$ cat config.mk
export PLATFORM = sky130hd
export DESIGN_NAME = muldiv_unit
export DESIGN_NICKNAME = d
export VERILOG_FILES = /design/src/rtl/muldiv_pkg.sv /design/src/rtl/muldiv_unit.sv
export SDC_FILE = /design/constraint.sdc
export NUM_CORES = 1
export LEC_CHECK = 0
export CORE_MARGIN = 1.5
export CORE_UTILIZATION = 54
export CTS_CLUSTER_DIAMETER = 150
export DETAILED_ROUTE_END_ITERATION = 6
export PLACE_DENSITY = 0.77
export SLEW_MARGIN = 40
export SYNTH_ARGS = -nofsm -noshare
export SYNTH_HDL_FRONTEND = slang
export SYNTH_SLANG_ARGS = --single-unit
$ cat constraint.sdc
create_clock -name clk -period 3.3 [get_ports clk]
set_input_delay 0.66 -clock clk [delete_from_list [all_inputs] [get_ports clk]]
set_output_delay 0.66 -clock clk [all_outputs]
set_load 0.01 [all_outputs]
$ cat src/rtl/muldiv_pkg.sv
// Shared constants, opcode encoding and FSM state type for the iterative multiply/divide unit.
package muldiv_pkg;

   localparam int XLEN  = 32;
   localparam int ITER  = 32;
   localparam int CNT_W = 6;

   localparam logic [1:0] OP_MUL  = 2'b00;
   localparam logic [1:0] OP_MULH = 2'b01;
   localparam logic [1:0] OP_DIV  = 2'b10;
   localparam logic [1:0] OP_REM  = 2'b11;

   typedef enum logic [1:0] {
      IDLE = 2'b00,
      RUN  = 2'b01,
      DONE = 2'b10
   } state_t;

   // Two's-complement negate when neg is set; used for magnitudes and sign fix-up.
   function automatic logic [XLEN-1:0] cond_neg(input logic neg, input logic [XLEN-1:0] v);
      return neg ? (~v + {{(XLEN-1){1'b0}}, 1'b1}) : v;
   endfunction

endpackage

$ cat src/rtl/muldiv_unit.sv
// Iterative 32-cycle shift-add multiplier / restoring divider feeding register-file write-back.
// Optional signed support is compiled in with `define MULDIV_SIGNED_EN (adds port op_signed).
module muldiv_unit
   import muldiv_pkg::*;
(
   input  logic            clk,
   input  logic            rst_n,
   input  logic            start,
   input  logic [1:0]      op,
`ifdef MULDIV_SIGNED_EN
   input  logic            op_signed,
`endif
   input  logic [XLEN-1:0] src_a,
   input  logic [XLEN-1:0] src_b,
   input  logic [4:0]      dest_addr,
   output logic            busy,
   output logic            done,
   output logic [XLEN-1:0] result,
   output logic            wb_en,
   output logic [4:0]      wb_addr
);

   state_t            state_q, state_d;
   logic [CNT_W-1:0]  cnt_q, cnt_d;
   logic [1:0]        op_q, op_d;
   logic [XLEN-1:0]   acc_q, acc_d;
   logic [XLEN-1:0]   lo_q, lo_d;
   logic [XLEN-1:0]   opnd_q, opnd_d;
   logic [4:0]        addr_q, addr_d;
   logic [XLEN-1:0]   result_q, result_d;
   logic [4:0]        wb_addr_q, wb_addr_d;
   logic              done_q, done_d;
   logic              busy_q, busy_d;
   logic              neg_q, neg_d;

   logic [XLEN-1:0]   a_in_s, b_in_s;
   logic              neg_in_s;
   logic [XLEN:0]     sum_s, shl_s, diff_s;
   logic [XLEN-1:0]   iter_acc_s, iter_lo_s;
   logic [2*XLEN-1:0] prod_s;
   logic [XLEN-1:0]   quo_s, rem_s, final_s;

   // Operand conditioning at capture: magnitudes and the sign to re-apply at the end.
`ifdef MULDIV_SIGNED_EN
   logic sgn_a_s, sgn_b_s;
   always_comb begin
      sgn_a_s  = op_signed & src_a[XLEN-1];
      sgn_b_s  = op_signed & src_b[XLEN-1];
      a_in_s   = cond_neg(sgn_a_s, src_a);
      b_in_s   = cond_neg(sgn_b_s, src_b);
      // A zero divisor must still return all-ones / dividend, so the quotient is never negated.
      case (op)
         OP_REM:  neg_in_s = sgn_a_s;
         OP_DIV:  neg_in_s = (sgn_a_s ^ sgn_b_s) & (src_b != {XLEN{1'b0}});
         default: neg_in_s = sgn_a_s ^ sgn_b_s;
      endcase
   end
`else
   always_comb begin
      a_in_s   = src_a;
      b_in_s   = src_b;
      neg_in_s = 1'b0;
   end
`endif

   // One shift-add or restoring-subtract step over the shared acc/lo register pair.
   always_comb begin
      sum_s  = {1'b0, acc_q} + {1'b0, opnd_q};
      shl_s  = {acc_q, lo_q[XLEN-1]};
      diff_s = shl_s - {1'b0, opnd_q};
      if (op_q[1]) begin
         if (!diff_s[XLEN]) begin
            iter_acc_s = diff_s[XLEN-1:0];
            iter_lo_s  = {lo_q[XLEN-2:0], 1'b1};
         end else begin
            iter_acc_s = shl_s[XLEN-1:0];
            iter_lo_s  = {lo_q[XLEN-2:0], 1'b0};
         end
      end else begin
         if (lo_q[0]) begin
            {iter_acc_s, iter_lo_s} = {sum_s, lo_q[XLEN-1:1]};
         end else begin
            {iter_acc_s, iter_lo_s} = {1'b0, acc_q, lo_q[XLEN-1:1]};
         end
      end
   end

   // Result selection with sign correction applied on the final step.
   always_comb begin
      prod_s = neg_q ? (~{iter_acc_s, iter_lo_s} + {{(2*XLEN-1){1'b0}}, 1'b1})
                     : {iter_acc_s, iter_lo_s};
      quo_s  = cond_neg(neg_q, iter_lo_s);
      rem_s  = cond_neg(neg_q, iter_acc_s);
      case (op_q)
         OP_MUL:  final_s = prod_s[XLEN-1:0];
         OP_MULH: final_s = prod_s[2*XLEN-1:XLEN];
         OP_DIV:  final_s = quo_s;
         OP_REM:  final_s = rem_s;
         default: final_s = prod_s[XLEN-1:0];
      endcase
   end

   // FSM next state, operand capture and iteration sequencing.
   always_comb begin
      state_d   = state_q;
      cnt_d     = cnt_q;
      op_d      = op_q;
      acc_d     = acc_q;
      lo_d      = lo_q;
      opnd_d    = opnd_q;
      addr_d    = addr_q;
      neg_d     = neg_q;
      result_d  = result_q;
      wb_addr_d = wb_addr_q;
      done_d    = 1'b0;
      case (state_q)
         IDLE: begin
            if (start) begin
               state_d = RUN;
               cnt_d   = {CNT_W{1'b0}};
               op_d    = op;
               addr_d  = dest_addr;
               neg_d   = neg_in_s;
               acc_d   = {XLEN{1'b0}};
               // Multiply iterates over the multiplier bits, divide over the dividend bits.
               if (op[1]) begin
                  opnd_d = b_in_s;
                  lo_d   = a_in_s;
               end else begin
                  opnd_d = a_in_s;
                  lo_d   = b_in_s;
               end
            end else begin
               state_d = IDLE;
            end
         end
         RUN: begin
            cnt_d = cnt_q + {{(CNT_W-1){1'b0}}, 1'b1};
            acc_d = iter_acc_s;
            lo_d  = iter_lo_s;
            if (cnt_q == CNT_W'(ITER - 1)) begin
               state_d   = DONE;
               done_d    = 1'b1;
               result_d  = final_s;
               wb_addr_d = addr_q;
            end else begin
               state_d = RUN;
            end
         end
         DONE:    state_d = IDLE;
         default: state_d = IDLE;
      endcase
      busy_d = (state_d != IDLE);
   end

   // State and datapath registers; reset abandons any operation in flight.
   always_ff @(posedge clk or negedge rst_n) begin
      if (!rst_n) begin
         state_q   <= IDLE;
         cnt_q     <= {CNT_W{1'b0}};
         op_q      <= 2'b00;
         acc_q     <= {XLEN{1'b0}};
         lo_q      <= {XLEN{1'b0}};
         opnd_q    <= {XLEN{1'b0}};
         addr_q    <= 5'd0;
         neg_q     <= 1'b0;
         result_q  <= {XLEN{1'b0}};
         wb_addr_q <= 5'd0;
         done_q    <= 1'b0;
         busy_q    <= 1'b0;
      end else begin
         state_q   <= state_d;
         cnt_q     <= cnt_d;
         op_q      <= op_d;
         acc_q     <= acc_d;
         lo_q      <= lo_d;
         opnd_q    <= opnd_d;
         addr_q    <= addr_d;
         neg_q     <= neg_d;
         result_q  <= result_d;
         wb_addr_q <= wb_addr_d;
         done_q    <= done_d;
         busy_q    <= busy_d;
      end
   end

   assign busy    = busy_q;
   assign done    = done_q;
   assign wb_en   = done_q;
   assign result  = result_q;
   assign wb_addr = wb_addr_q;

endmodule

Word-level counts from Yosys, hierarchy flattened
Cells that the tools add are included.
{ "totals": {"reg_bits": 150, "wordCells": 49} }
{ "classes": {"add_sub_neg": 3, "eq_ne": 6, "mux": 20, "reduce_logical": 9} }
{ "op_table": {"columns": ["cell", "n"], "rows": [
  ["32-bit two-way mux", 9],
  ["32-bit one-hot mux with 2 select lines", 3],
  ["32-bit by 32-bit adder with 33-bit output", 1],
  ["33-bit by 32-bit subtractor with 33-bit output", 1],
  ["6-bit one-hot mux with 2 select lines", 1],
  ["6-bit by 1-bit adder with 6-bit output (second input constant)", 1],
  ["6-bit by 5-bit equality test with 1-bit output (second input constant)", 1],
  ["6-bit two-way mux", 1],
  ["2-bit AND reduction", 3],
  ["2-bit by 1-bit equality test with 1-bit output (second input constant)", 2],
  ["2-bit equality test (second input constant)", 2],
  ["2-bit zero test", 2],
  ["1-bit two-way mux", 4],
  ["2-bit one-hot mux with 2 select lines", 1],
  ["2-bit nonzero test", 2],
  ["2-bit OR reduction", 2],
  ["2-bit two-way mux", 1],
  ["2-bit != test (second input constant)", 1]
]} }

Logic depth before layout (Yosys ltp)
Gate-level depths: netlist of run 1.
{ "depth": {"depth_word": 4, "ltp_mapped": 14} }

Least setup slack after synthesis of run 1
OpenSTA, ideal clock, no wires.
{ "synth_timing": {"path_type": "register to register", "from": "register lo_q[31]", "to": "register result_q[26], in the netlist result[26]", "t_arrival_ps": 2936, "path_slack_ps": 238, "stages_incl_launch_ff": 14, "path_buffers": 0, "period_less_slack_ps": 3062, "path_cell_list": "dfrtp_1 > inv_1 > ha_1 > inv_1 > fa_1 > a211oi_2 > o211ai_2 > a2111oi_2 > o21ai_1 > a311o_1 > xor2_1 > mux2i_1 > nor2_1 > o32a_1"} }
{ "synth_via": {"elab_chain_len": 4} }
{ "synth_rtl": {"columns": ["element", "line", "source"], "rows": [
  ["start: declaration", "muldiv_unit.sv:27", "logic [XLEN-1:0] lo_q, lo_d;"],
  ["start signal: assignment", "muldiv_unit.sv:163", "lo_q <= {XLEN{1'b0}};"],
  ["start signal: assignment", "muldiv_unit.sv:176", "lo_q <= lo_d;"],
  ["33-bit by 32-bit subtractor with 33-bit output", "muldiv_unit.sv:70", "diff_s = shl_s - {1'b0, opnd_q};"],
  ["32-bit two-way mux", "muldiv_unit.sv:72", "if (!diff_s[XLEN]) begin"],
  ["32-bit two-way mux", "muldiv_unit.sv:71", "if (op_q[1]) begin"],
  ["32-bit one-hot mux with 2 select lines", "muldiv_unit.sv:94", "case (op_q)"],
  ["end signal: assignment", "muldiv_unit.sv:167", "result_q <= {XLEN{1'b0}};"],
  ["end signal: assignment", "muldiv_unit.sv:180", "result_q <= result_d;"],
  ["end: declaration", "muldiv_unit.sv:30", "logic [XLEN-1:0] result_q, result_d;"]
]} }
Every way passes these cells.
A chain may end at the register's enable or synchronous reset.

Worst setup path after layout of run 1
{ "layout_timing": {"from": "register lo_q[31]", "to": "register result_q[17], in the netlist result[17]"} }
The elaborated chain is that of the path after synthesis.

==> results.sh, run 1 <==
export IMPL_status="finished, violations left"
export IMPL_violations="setup timing"
export IMPL_grt_usage_pct=35.3
export IMPL_yosys_warnings=0
export IMPL_avgSynthCellArea_um2=8.29
export IMPL_hold_path_class="in -> async"
export IMPL_avgViaCountPerCell=6.57
export IMPL_crit_fanout=5
export IMPL_worstSetupPathType="reg -> reg"
export IMPL_period_share_pct=101
export IMPL_reg2regPathDepth=14
export IMPL_netlist_area_um2=12200
export IMPL_setup_viol=5
export IMPL_fin_nets=1731
export IMPL_cts_hold_buf=0
export IMPL_clockRootBuffer="clkbuf_16"
export IMPL_placed_cell_area_um2=13800
export IMPL_vias=12400
export IMPL_period_needed_ns=3.35
export IMPL_cts_num_sinks=149
export IMPL_async_flop_share_pct=100
export IMPL_drcViolationCount=0
export IMPL_rows=54
export IMPL_start_kind="flip-flop"
export IMPL_synth_common_cells="nand2_1 (199), dfrtp_1 (149), a21oi_1 (128), mux2i_1 (128), nor2_1 (97)"
export IMPL_grt_ovfl_total=0
export IMPL_ys_seq_area_share_pct=30.7
export IMPL_fp_dieW_um=153
export IMPL_gp_congestion=1.01
export IMPL_yosysTopAreaCellShare_pct=30.7
export IMPL_tns_ns=-0.0923
export IMPL_netlist_instances=1467
export IMPL_ios=114
export IMPL_ys_types=80
export IMPL_dr_pass1_iters=6
export IMPL_drive_gt1_share_pct=13.6
export IMPL_antenna_left=0
export IMPL_area_delta_synth_final_pct=22.7
export IMPL_drt_iter0_drc=1169
export IMPL_rsz0062_at_grt="yes"
export IMPL_core_um2=22000
export IMPL_die_height_um=153
export IMPL_drv_slew=0
export IMPL_diodes=0
export IMPL_synth_fp_nets=1608
export IMPL_clkTransAtPathRegs_ns=0.08
export IMPL_fp_dieArea_um2=23400
export IMPL_crit_path_end_kind="flip-flop"
export IMPL_wl_per_cell_um=22.1
export IMPL_cts_tree="done"
export IMPL_grt_antenna_before_repair=0
export IMPL_relSlewSlack_pct=48.3
export IMPL_ys_ff_latch=149
export IMPL_synth_largest_area_cell="dfrtp_1"
export IMPL_first_global_vias=11400
export IMPL_cts_buffers_inserted=17
export IMPL_yosys_most_used_dff="dfrtp_1"
export IMPL_finalHoldViolCount=0
export IMPL_cp_data_arrival_time_ns=3.65
export IMPL_h_tree_depth=4
export IMPL_synth_most_common_cell="nand2_1"
export IMPL_grt_max_degree=76
export IMPL_stdcell_area_um2=14900
export IMPL_drt_wl_total_um=41600
export IMPL_synth_edf_count=0
export IMPL_fin_worst_skew_ns=0.0173
export IMPL_cts_max_path_buffers=2
export IMPL_worstMarginPinSlew_ns=0.775
export IMPL_ys_top_cells_by_area="dfrtp_1 (31%), mux2i_1 (11%), ha_1 (6.7%), nand2_1 (6.1%), a21oi_1 (5.3%)"
export IMPL_maxCapViolations=0
export IMPL_initial_core_util_pct=55.4
export IMPL_worstPathRequired_ns=3.61
export IMPL_fin_ws_ns=-0.0460
export IMPL_grt_pass1_wl_um=65100
export IMPL_clk_latency_ns=0.44
export IMPL_dp_hpwl_um=30200
export IMPL_io_buffers=113
export IMPL_timing_fmax_ghz=0.299
-- area by class of cell --
class / count / area [µm²]
multi-input cells: 1157 / 8100
fillers: 1729 / 7040
flip-flops and latches: 149 / 3730
repair buffers: 202 / 1900
clock buffers: 18 / 439
well taps: 280 / 350
inverters: 63 / 236
clock inverters: 14 / 158
-- layout by cell type (no fill, tap or decap), drive strengths merged, types with 65 or more instances in the layout --
cell type | Yosys | layout
inv | 62 | 70
dfrtp | 149 | 149
o21ai | 101 | 101
nor2 | 97 | 97
a21oi | 129 | 129
buf | 31 | 90
ha | 65 | 65
mux2i | 128 | 128
nand2 | 199 | 199
clkdlybuf4s50 | 0 | 111
-- registers in the layout, indices dropped and copies added (netlist names) --
name / count
acc_q: 32
op_q: 2
lo_q: 32
opnd_q: 32
result: 32
done: 1
addr_q: 5
state_q: 1
busy: 1
wb_addr: 5
cnt_q: 6
-- cells by family after synthesis --
family,Yosys count,share of synthesized area [%]
and+or+nand+nor,433,15.9
adders and majority gates,67,7.02
DFF,149,30.7
buffers and inverters,161,5.26
xor gates and xnor gates,46,3.47
AOI/OAI and AO/OA,479,26.8
muxes,132,10.9
-- critical path, stage by stage, from the launching register on --
cell and delay (ns):
dfrtp_1 0.37, inv_2 0.07, ha_4 0.13, inv_2 0.04
fa_2 0.39, a211oi_2 0.28, o211ai_2 0.19, nand4b_4 0.16
nand3_4 0.11, a211oi_4 0.36, xnor2_4 0.20, buf_6 0.19
mux2i_1 0.26, a21oi_2 0.11, a221o_1 0.34
-- what timing repair did --
item | in CTS | in global routing
resized for setup | 3 | 70
pin swaps | 0 | 45
gates cloned | 0 | 1
buffers inserted | 0 | 21
endpoints found under the setup margin | 4 | 63
-- metrics by stage --
step           instances  hold WS [ns]  util [%]  worst slack (ns)
2_1_floorplan       1467         0.364         -             0.238
3_3_place_gp        1830         0.455      63.0            0.0995
3_5_place_dp        1830         0.460      63.0           0.00989
4_1_cts             1862         0.242      65.8           0.00752
5_1_grt             1883         0.251      67.9            -0.162
6_report            1883         0.212      67.9           -0.0460
-- routing by layer --
| metal | wire length [µm] | vias to the layer above | track usage [%] | share of wire [%] |
|---|---|---|---|---|
| li1 | - | 5604 | - | - |
| met4 | 917 | 0 | 8.45 | 2.2 |
| met3 | 4150 | 73 | 5.98 | 10 |
| met2 | 17700 | 713 | 51.7 | 43 |
| met1 | 18800 | 5978 | 53.9 | 45 |
| met5 | 0 | - | 0 | 0 |
-- path summary, 6_finish.rpt --
kind                       slack, ns      start         end
min reg2reg                     0.47  addr_q[2]  wb_addr[2]
min in group clk                0.47  addr_q[2]  wb_addr[2]
max                            -0.05   lo_q[31]  result[17]
max reg2reg                    -0.05   lo_q[31]  result[17]
max in group asynchronous       2.30      rst_n  result[21]
min                             0.21      rst_n     lo_q[8]
Power of run 1 is not shown: default switching activity piles up to over one toggle a cycle in this logic, so the estimate is an artifact.
==> run 2, diff against run 1 <==
--- a/config.mk
+++ b/config.mk
@@ -7,5 +7,5 @@
 export LEC_CHECK = 0
 export CORE_MARGIN = 1.5
-export CORE_UTILIZATION = 54
+export CORE_UTILIZATION = 57
 export CTS_CLUSTER_DIAMETER = 150
 export DETAILED_ROUTE_END_ITERATION = 6
==> constraint.sdc (replaced) <==
create_clock -name clk -period 3.85 [get_ports clk]
set_input_delay 0.77 -clock clk [delete_from_list [all_inputs] [get_ports clk]]
set_output_delay 0.77 -clock clk [all_outputs]
set_load 0.02 [all_outputs]
==> run 2 against run 1 <==
Effect of this change:
- the flow finishes with violations (DRC)
- sequential share of layout area rose by 1.5 points
- global-route usage increased by 0.77 points
- clock-buffer cell count stayed put
- setup slack better by 0.35 ns
- design area is 5.6% lower
- cell count shrank 3.4%
- clock skew shrank 0.0012 ns
- critical path type unchanged
- largest cell class unchanged
==> results.sh, run 2 (same netlist as run 1, synthesis figures left out) <==
export IMPL_clockRootBuffer="clkbuf_16"
export IMPL_critical_path_slowest_cell="fa_1"
export IMPL_h_tree_depth=4
export IMPL_final_cell_mix="nand2_1 (198), dfrtp_1 (146), a21oi_1 (128), mux2i_1 (128), clkdlybuf4s50_1 (111)"
export IMPL_grt_max_degree=64
export IMPL_fin_nets=1671
export IMPL_grt_antenna_before_repair=0
export IMPL_rows=53
export IMPL_cp_num_buf_inv=3
export IMPL_wl_per_cell_um=21.8
export IMPL_layout_cells_most_common="nand2_1"
export IMPL_worstMarginPinSlew_ns=0.748
export IMPL_vias=11900
export IMPL_finalHoldViolCount=0
export IMPL_core_um2=21000
export IMPL_drt_wl_total_um=39600
export IMPL_postCtsSetupBuffers=0
export IMPL_die_height_um=149
export IMPL_drive_gt1_share_pct=7.19
export IMPL_drt_iter0_drc=1239
export IMPL_cts_resized=0
export IMPL_first_global_vias=10900
export IMPL_cts_buffers_inserted=17
export IMPL_tns_ns=0
export IMPL_crit_fanout=17
export IMPL_fp_dieW_um=149
export IMPL_cts_tree="done"
export IMPL_fin_worst_skew_ns=0.0162
export IMPL_fp_dieArea_um2=22200
export IMPL_initial_core_util_pct=58.0
export IMPL_period_needed_ns=3.55
export IMPL_clkTransAtPathRegs_ns=0.08
export IMPL_clk_latency_ns=0.44
export IMPL_ios=114
export IMPL_violations="DRC"
export IMPL_area_delta_synth_final_pct=15.8
export IMPL_cp_slowest_stage_delay_ns=0.43
export IMPL_critPathTopFamily="compound AO/OA/AOI/OAI gates"
export IMPL_cts_hold_buf=0
export IMPL_dp_hpwl_um=29300
export IMPL_antenna_left=0
export IMPL_cts_num_sinks=149
export IMPL_status="finished, violations left"
export IMPL_io_buffers=113
export IMPL_gp_congestion=1.00
export IMPL_setup_viol=0
export IMPL_worstSetupPathType="reg -> reg"
export IMPL_crit_path_frequent_cell="inv_1"
export IMPL_start_kind="flip-flop"
export IMPL_nFillCells=1774
export IMPL_crit_path_end_kind="flip-flop"
export IMPL_drcViolationCount=1
export IMPL_hold_path_class="in -> async"
export IMPL_grt_pass1_wl_um=61900
export IMPL_dr_pass1_iters=7
export IMPL_drv_slew=0
export IMPL_timing_fmax_ghz=0.282
export IMPL_rsz0062_at_grt="no"
export IMPL_cts_max_path_buffers=2
export IMPL_period_share_pct=92.2
export IMPL_relSlewSlack_pct=50.0
export IMPL_cp_data_arrival_time_ns=3.83
export IMPL_worstPathRequired_ns=4.13
export IMPL_grt_usage_pct=36.1
export IMPL_maxCapViolations=0
export IMPL_crit_chain="inv_1 -> ha_1 -> inv_1 -> fa_1 -> a211oi_2 -> o211ai_2 -> nand4b_2 -> nand3_4 -> a211oi_4 -> xnor2_4 -> buf_4 -> mux2_2 -> a21oi_1 -> o21ai_0"
export IMPL_grt_ovfl_total=0
export IMPL_avgViaCountPerCell=6.55
-- run 2: per-stage QoR --
stage | hold slack, ns | area [µm²] | util (%) | cells | setup WS (ns)
2_1_floorplan | 0.439 | 12200 | - | 1467 | 0.788
3_3_place_gp | 0.447 | 13500 | 64.5 | 1786 | 0.484
3_5_place_dp | 0.457 | 13500 | 64.5 | 1786 | 0.333
4_1_cts | 0.322 | 14100 | 67.2 | 1818 | 0.319
5_1_grt | 0.345 | 14100 | 67.2 | 1818 | 0.129
6_report | 0.293 | 14100 | 67.2 | 1819 | 0.300
-- run 2: cell type report --
cell class / count / area [µm²] / share of cell area [%]
Sequential cell: 149 / 3730 / 26.5
Antenna cell: 1 / 2.50 / 0.0178
Clock inverter: 14 / 138 / 0.977
Inverter: 63 / 236 / 1.68
Multi-Input combinational cell: 1157 / 7810 / 55.5
Timing Repair Buffer: 142 / 1390 / 9.84
Clock buffer: 18 / 429 / 3.05
Tap cell: 275 / 344 / 2.44
-- run 2: layer usage --
layer  GRT usage, %  wire length, µm  up-vias
met5              0                0        -
met2           51.3            16800      600
met4           8.32              683        0
met3           8.35             3920       57
li1               -                -     5500
met1           55.1            18300     5762
-- run 2: worst paths after layout --
check,start,endpoint,slack (ns),depth (start not counted)
max,lo_q[31],acc_q[2],0.30,14
max reg2reg,lo_q[31],acc_q[2],0.30,14
min in group clk,addr_q[1],wb_addr[1],0.47,2
min,rst_n,lo_q[7],0.29,1
max in group asynchronous,rst_n,opnd_q[24],2.62,2
min reg2reg,addr_q[1],wb_addr[1],0.47,2
Power of run 2 is left out for the same reason.
==> run 3, diff against run 2 <==
Settings changed: CORE_UTILIZATION 57 to 40, GPL_TIMING_DRIVEN set to 0, PLACE_DENSITY 0.77 to 0.57.
==> run 3 against run 2 <==
Effect of this change:
- the flow now finishes without violations
- setup slack lost 0.15 ns
- clock-buffer cell count is the same
- core utilization shrank 19 points
- critical path type unchanged
==> results.sh, run 3 (same netlist as run 1, synthesis figures left out) <==
export IMPL_clk_latency_ns=0.44
export IMPL_cp_data_arrival_time_ns=4.02
export IMPL_timing_fmax_ghz=0.270
export IMPL_io_buffers=112
export IMPL_reg2regPathDepth=14
export IMPL_period_needed_ns=3.70
export IMPL_antenna_left=0
export IMPL_final_cell_mix="nand2_1 (199), dfrtp_1 (149), mux2i_1 (126)"
export IMPL_placed_cell_area_um2=13800
export IMPL_drt_wl_total_um=45900
export IMPL_drcViolationCount=0
export IMPL_grt_antenna_before_repair=0
export IMPL_cts_buffers_inserted=17
export IMPL_dp_hpwl_um=36200
export IMPL_first_global_vias=11600
export IMPL_start_kind="flip-flop"
export IMPL_initial_core_util_pct=40.8
export IMPL_rsz0062_at_grt="no"
export IMPL_rows=63
export IMPL_hold_path_class="in -> async"
export IMPL_crit_path_end_kind="flip-flop"
export IMPL_cts_max_path_buffers=2
export IMPL_fin_nets=1742
export IMPL_dr_pass1_iters=5
export IMPL_diodes=0
export IMPL_wl_per_cell_um=22.9
export IMPL_setup_viol=0
export IMPL_reg2reg_to="acc_q[13]"
export IMPL_maxCapViolations=0
export IMPL_layout_cells_most_common="nand2_1"
export IMPL_clkTransAtPathRegs_ns=0.07
export IMPL_h_tree_depth=4
export IMPL_fp_dieArea_um2=31500
export IMPL_nFillCells=2958
export IMPL_cts_hold_buf=0
export IMPL_cts_tree="done"
export IMPL_grt_max_degree=68
export IMPL_fin_worst_skew_ns=0.00897
export IMPL_grt_usage_pct=29.7
export IMPL_rr_startpoint="lo_q[31]"
export IMPL_vias=11900
export IMPL_fp_dieW_um=177
export IMPL_grt_ovfl_total=0
export IMPL_status="complete, no violations"
export IMPL_drt_iter0_drc=966
export IMPL_drive_gt1_share_pct=6.38
export IMPL_avgViaCountPerCell=5.93
export IMPL_drv_slew=0
export IMPL_r2r_slack_ns=0.15
export IMPL_relSlewSlack_pct=41.2
export IMPL_die_height_um=177
export IMPL_finalHoldViolCount=0
export IMPL_core_um2=29800
export IMPL_cts_num_sinks=149
export IMPL_worstSetupPathType="reg -> reg"
export IMPL_ios=114
export IMPL_worstPathRequired_ns=4.17
export IMPL_stdcell_area_um2=14500
export IMPL_clockRootBuffer="clkbuf_16"
export IMPL_grt_pass1_wl_um=70300
export IMPL_gp_congestion=0.914
export IMPL_crit_fanout=10
export IMPL_worstMarginPinSlew_ns=0.860
export IMPL_period_share_pct=96.1
export IMPL_area_delta_synth_final_pct=19.3
-- run 3: cell count changes in the layout (fill, tap and decap cells not counted), moves of 11 or more --
cell      change
buf_2        +11
buf_4        -23
clkbuf_1     +66
buf_1        +13
-- run 3: worst max path at each step --
stage / startpoint / endpoint / slack (ns)
global route: lo_q[31] / result[17] / 0.007
finish: lo_q[31] / acc_q[13] / 0.15
detailed placement: lo_q[31] / result[25] / -0.15
CTS: lo_q[31] / result[14] / 0.03
global placement: rst_n / acc_q[28] / -4.44
floorplan: lo_q[31] / result[26] / 0.79
-- run 3: metal layers --
| metal | vias to the layer above | track usage [%] | wire length [µm] |
|---|---|---|---|
| met3 | 50 | 4.52 | 2970 |
| met5 | - | 0 | 0 |
| met1 | 5811 | 43.0 | 21900 |
| met2 | 385 | 46.6 | 20300 |
| li1 | 5641 | - | - |
| met4 | 0 | 6.69 | 770 |
-- run 3: critical path, cell delays in order, from the launching register on --
cell	delay [ns]
dfrtp_1	0.36
inv_1	0.15
ha_1	0.23
inv_1	0.07
fa_2	0.39
a211oi_4	0.31
o211ai_4	0.15
nand4b_2	0.14
nand3_4	0.15
a211oi_4	0.39
xnor2_4	0.24
buf_8	0.24
mux2i_1	0.26
a21oi_1	0.21
a22o_1	0.27
-- run 3: layout make-up --
class | instances | area [µm²] | area share (%)
inverters | 63 | 236 | 1.63
well taps | 390 | 488 | 3.36
repair buffers | 116 | 1200 | 8.25
multi-input cells | 1157 | 7860 | 54.2
plain buffers | 97 | 422 | 2.91
clock buffers | 18 | 439 | 3.03
flip-flops and latches | 149 | 3730 | 25.7
clock inverters | 14 | 130 | 0.897
-- run 3: timing repair --
item                       in CTS  in global routing
pin swaps                       3                  4
buffers inserted                2                  0
gates resized for setup        11                  6
setup endpoints to repair      28                 34
-- run 3: per-stage QoR --
| stage | setup TNS, ns | util [%] | std cells | hold slack [ns] | setup slack (ns) |
|---|---|---|---|---|---|
| global route | 0 | 48.7 | 2004 | 0.210 | 0.00710 |
| floorplan | 0 | - | 1467 | 0.439 | 0.788 |
| global placement | -660.23 | 46.2 | 1969 | 0.448 | -4.44 |
| CTS | 0 | 48.5 | 2005 | 0.202 | 0.0289 |
| finish | 0 | 48.7 | 2004 | 0.199 | 0.149 |
| detailed placement | -0.861 | 46.4 | 1971 | 0.456 | -0.145 |
Power of run 3 is left out for the same reason.
